===== config.mk =====
export PLATFORM = sky130hd
export DESIGN_NAME = mem_arbiter
export DESIGN_NICKNAME = d
export VERILOG_FILES = /design/src/rtl/mem_arbiter.sv
export SDC_FILE = /design/constraint.sdc
export NUM_CORES = 1
export LEC_CHECK = 0
export BUFFER_PORTS_ARGS = -buffer_cell sky130_fd_sc_hd__buf_4
export CAP_MARGIN = 10
export CELL_PAD_IN_SITES_DETAIL_PLACEMENT = 0
export CELL_PAD_IN_SITES_GLOBAL_PLACEMENT = 1
export CORE_MARGIN = 4
export CORE_UTILIZATION = 39
export CTS_BUF_LIST = sky130_fd_sc_hd__clkbuf_4
export DETAILED_ROUTE_END_ITERATION = 10
export PLACE_DENSITY_LB_ADDON = 0.3
export SYNTH_ARGS = -nofsm -noshare
export SYNTH_HDL_FRONTEND = slang
export SYNTH_SLANG_ARGS = --single-unit

===== constraint.sdc =====
create_clock -name clk -period 4.2 [get_ports clk]
set_input_delay 0.63 -clock clk [delete_from_list [all_inputs] [get_ports clk]]
set_output_delay 0.63 -clock clk [all_outputs]
set_load 0.005 [all_outputs]

===== src/rtl/mem_arbiter.sv =====
// rtl/mem_arbiter.sv - two-requester (fetch / load-store) arbiter for one single-ported memory bus
// Optional bus-wait timeout: define MEM_ARB_TIMEOUT_EN.
module mem_arbiter #(
  parameter int ADDR_W         = 32,
  parameter int DATA_W         = 32,
  parameter int TIMEOUT_CYCLES = 255
) (
  input  logic                clk,
  input  logic                reset_n,
  input  logic                if_req,
  input  logic [ADDR_W-1:0]   if_addr,
  output logic [DATA_W-1:0]   if_rdata,
  output logic                if_done,
  input  logic                ls_req,
  input  logic                ls_we,
  input  logic [ADDR_W-1:0]   ls_addr,
  input  logic [DATA_W-1:0]   ls_wdata,
  input  logic [DATA_W/8-1:0] ls_be,
  output logic [DATA_W-1:0]   ls_rdata,
  output logic                ls_done,
  output logic                mem_busy,
  output logic                m_req,
  output logic                m_we,
  output logic [ADDR_W-1:0]   m_addr,
  output logic [DATA_W-1:0]   m_wdata,
  output logic [DATA_W/8-1:0] m_be,
  input  logic                m_ack,
  input  logic [DATA_W-1:0]   m_rdata,
  output logic                err
);

  typedef enum logic [1:0] {IDLE, BUS, RESP} state_t;
  localparam logic OWN_I = 1'b0;
  localparam logic OWN_D = 1'b1;

  state_t state, state_nxt;
  logic   gnt, last, grant_d, timeout;

  `ifdef MEM_ARB_TIMEOUT_EN
  logic [7:0] wait_cnt;
  logic       timed_out;

  // Counter reaches the limit on the edge ending the TIMEOUT_CYCLES-th unacked BUS cycle.
  assign timeout = (state == BUS) && !m_ack && (wait_cnt == 8'(TIMEOUT_CYCLES - 1));
  assign err     = (state == RESP) && timed_out;

  always_ff @(posedge clk or negedge reset_n) begin
    if (!reset_n) begin
      wait_cnt  <= '0;
      timed_out <= 1'b0;
    end else begin
      if (state == BUS) begin
        wait_cnt  <= wait_cnt + 8'd1;
        timed_out <= timeout;
      end else begin
        wait_cnt  <= '0;
      end
    end
  end
  `else
  assign timeout = 1'b0;
  assign err     = 1'b0;
  `endif

  always_comb begin
    state_nxt = state;
    grant_d   = OWN_I;
    case (state)
      IDLE: begin
        if (if_req && ls_req) begin
          grant_d   = (last == OWN_I) ? OWN_D : OWN_I;
          state_nxt = BUS;
        end else if (ls_req) begin
          grant_d   = OWN_D;
          state_nxt = BUS;
        end else if (if_req) begin
          state_nxt = BUS;
        end
      end
      BUS:     if (m_ack || timeout) state_nxt = RESP;
      RESP:    state_nxt = IDLE;
      default: state_nxt = IDLE;
    endcase
  end

  always_ff @(posedge clk or negedge reset_n) begin
    if (!reset_n) begin
      state    <= IDLE;
      gnt      <= OWN_I;
      last     <= OWN_I;
      m_req    <= 1'b0;
      m_we     <= 1'b0;
      m_addr   <= '0;
      m_wdata  <= '0;
      m_be     <= '0;
      if_rdata <= '0;
      ls_rdata <= '0;
    end else begin
      state <= state_nxt;
      case (state)
        IDLE: if (state_nxt == BUS) begin
          gnt   <= grant_d;
          m_req <= 1'b1;
          if (grant_d == OWN_D) begin
            m_we    <= ls_we;
            m_addr  <= ls_addr;
            m_wdata <= ls_wdata;
            m_be    <= ls_be;
          end else begin
            m_we    <= 1'b0;
            m_addr  <= if_addr;
            m_wdata <= '0;
            m_be    <= '1;
          end
        end
        BUS: if (state_nxt == RESP) begin
          m_req <= 1'b0;
          last  <= gnt;
          // Ack wins over timeout because timeout is already gated by !m_ack.
          if (gnt == OWN_I) begin
            if_rdata <= timeout ? '0 : m_rdata;
          end else if (timeout) begin
            ls_rdata <= '0;
          end else if (!m_we) begin
            ls_rdata <= m_rdata;
          end
        end
        default: ;
      endcase
    end
  end

  assign if_done  = (state == RESP) && (gnt == OWN_I);
  assign ls_done  = (state == RESP) && (gnt == OWN_D);
  assign mem_busy = ls_req && !((state == RESP) && (gnt == OWN_D));

endmodule


==> results.toml <==
[clocking]
htreeDepth = 4
clockRootBuffer = "clkbuf_4"
clock_sinks = 138
clkTransAtPathRegs_ps = 110
cts_buffers = 17
clk_latency_ps = 540
cts-hold-fix-buffers = 0
cts_resized = 0
clk_path_buf_depth = 2
cts_tree = "built"
cts_setup_buffers = 0

[synth]
syn_nets = 562
synth_top_area_cell = "dfrtp_1"
yosys_register_bits = 138
syn_area_per_cell_um2 = 13.00
synthArstFlopShare_pct = 100.0
synth_common_cells = "138 x dfrtp_1, 64 x mux2_2, 33 x a22o_1, 33 x nor2_1, 33 x o21ai_0"
yosys-top-cells-area = "dfrtp_1 63%, mux2_2 13%, a22o_1 5.2%, o31ai_1 4.2%, o21ai_0 3.0%"
synth_most_common_cell = "dfrtp_1"
synth-seq-area-share_pct = 62.66
synth_edf_count = 0
synth_cell_types = 29
ys.flop_type = "dfrtp_1"
synth_top_area_share_pct = 62.66
syn_inst = 424
ys_warn_count = 0
syn-cell-area_mm2 = 0.005512

[critical_path]
path_max_fanout = 6
r2r_setup_slack_ps = 2100
critPathLaunchType = "register"
timing.rr.end = "if_rdata[11]"
end_kind = "primary output"
path_cells = "and3b_1, nor2b_1, buf_4"
critPathRequiredTime_ps = 3570
cpPeakStageDelay_ps = 450
worst-setup-path-type = "reg -> out"
reg2reg_depth = 3
reg2reg_from = "state[1]"
cp.arrival_ps = 1500
cp_slowest_cell = "dfrtp_1"

[power]
p_leak_uw = 0.003906
cellPowerDensity_mw_per_mm2 = 717.0
power_uw = 5741
p_int_uw = 3887
clockPowerShare_pct = 16.3
p_comb_share_pct = 42.4
netSwitchingPower_uw = 1855
netSwitchingFraction_pct = 32.30
peakVddDrop_v = 0.0004040
seqPwrFrac_pct = 41.3

[sta]
timing.fmax_mhz = 469.4
skew_ps = 16.65
hold_violations = 0
worst_pin_slew_ps = 1104
finalSetupViolCount = 0
rsz0062_at_grt = "false"
setup_tns_ps = 0
fin_crit_sh_pct = 50.72
slew_headroom_pct = 26.43
fin_crit_ps = 2130
maxSlewViolCount = 0

[drt]
wl_met1_um = 6535
first_iter_violations = 227
met2_length_um = 7699
final_antenna_net_count = 0
first_pass_iters = 4
num_vias = 4536
via_per_inst = 5.125
wire_per_inst_um = 18.25
wl_met3_um = 1581
drc = 0
dr.max_layer_used = "met4"
drt_wl_total_um = 16150

[cells_and_area]
multi_input_area_mm2 = 0.001894
drive_gt1_share_pct = 54.26
nNetsFinal = 829
seqCellArea_mm2 = 0.003453
area_delta_synth_final_pct = 45.29
fillers = 1195

[floorplan]
die_y_um = 126.9
num_rows = 43
die_w_um = 126.9
start_util_pct = 39.71
fp.dieArea_mm2 = 0.01610
io_pins = 276
core_area_mm2 = 0.01388

[min_path]
hold_class = "in -> async"

[place]
place.port_buffers = 274
globalplace.congestion = 0.7913
hpwl_um = 11620

[grt]
first_global_vias = 4711
globalRouteOverflowTotal = 0
antenna_found_initial = 1
grtUsageTotal_pct = 19.96
grt_pass1_wl_um = 25070
grt_max_degree = 94

[flow_run]
cap_violations = 0

[run_status]
outcome = "finished clean"
==> critical path: cells and delay by family, from the launching register on <==
family | cells | cell delay (ps)
buf+inv | 1 | 130
simple gates | 2 | 390
flops | 1 | 450
==> layout by cell type, fill, tap and decap left out <==
cell	synthesis	final
a211oi_1	1	1
a21bo_2	1	1
a21boi_2	1	1
a21o_1	1	1
a21oi_1	32	32
a22o_1	33	33
a2bb2oi_1	1	1
and3b_1	1	1
buf_4	4	281
buf_6	3	1
bufinv_16	0	4
clkbuf_4	0	20
clkinv_1	0	5
clkinv_2	0	3
conb_1	1	1
dfrtp_1	138	138
diode_2	0	1
inv_1	2	2
mux2_2	64	64
nand2_1	3	3
nand2b_1	1	1
nand3b_2	1	1
nor2_1	33	32
nor2_2	3	3
nor2_4	0	1
nor2b_1	1	1
nor3b_1	1	1
nor3b_4	1	1
o21ai_0	33	33
o21ai_4	0	1
o22a_1	4	4
o31ai_1	31	31
or2_1	1	1
==> through the flow <==
stage	worst slack, ps	area [µm²]	hold slack (ps)	utilization (%)	std cells
after global placement	1943	7701	491.4	55.48	852
final	2070	8008	149.5	57.69	885
after global routing	1952	8008	180.3	57.69	885
after CTS	1999	8005	149.7	57.67	884
after detailed placement	1896	7701	493.7	55.48	852
after floorplan	2497	5512	334.4	-	424
==> layer usage <==
layer,up-vias,track usage [%]
met1,2227,24.77
met5,-,0
met4,0,7.634
met3,26,8.042
met2,210,31.41
li1,2073,-
==> logic make-up after synthesis <==
logic type	Yosys count	synth area share, %
compound gates	139	16.91
flops	138	62.66
mux	64	13.08
simple gates	46	3.973
buf+inv	36	3.315
other cells	1	0.06804
==> flip-flops by register name, summed over array words and instances, names as in the netlist <==
name and flops:
if_rdata 32, ls_rdata 32, m_addr 32, m_wdata 32, m_be 4, state 2
gnt 1, last 1, m_req 1, m_we 1
==> worst max-delay path by stage <==
stage,from,slack [ps],to,cells past startpoint
3_5_place_dp,if_req,1900,m_wdata[24],4
3_3_place_gp,if_req,1940,m_wdata[0],4
5_1_grt,state[0],1950,mem_busy,3
4_1_cts,state[0],2000,mem_busy,3
2_1_floorplan,m_ack,2500,ls_rdata[0],4
6_report,state[0],2070,mem_busy,3
==> power groups by stage <==
stage                     registers [µW]  clock network (µW)  logic (µW)
after floorplan                     2380                   0        1040
after global placement              2390                   0        2410
after detailed placement            2400                   0        2480
after CTS                           2380                 967        2480
after global routing                2450                1030        2650
final                               2370                 936        2430
==> area by class of cell <==
cell class	count	area share [%]
antenna	1	0.03125
tap	180	2.813
timing repair buffer	282	26.48
clock inverter	12	1.922
clock buffer	20	1.875
inverter	2	0.09375
sequential	138	43.12
multi-input combinational	250	23.66
Note: power is estimated with default switching activity, not from simulation.
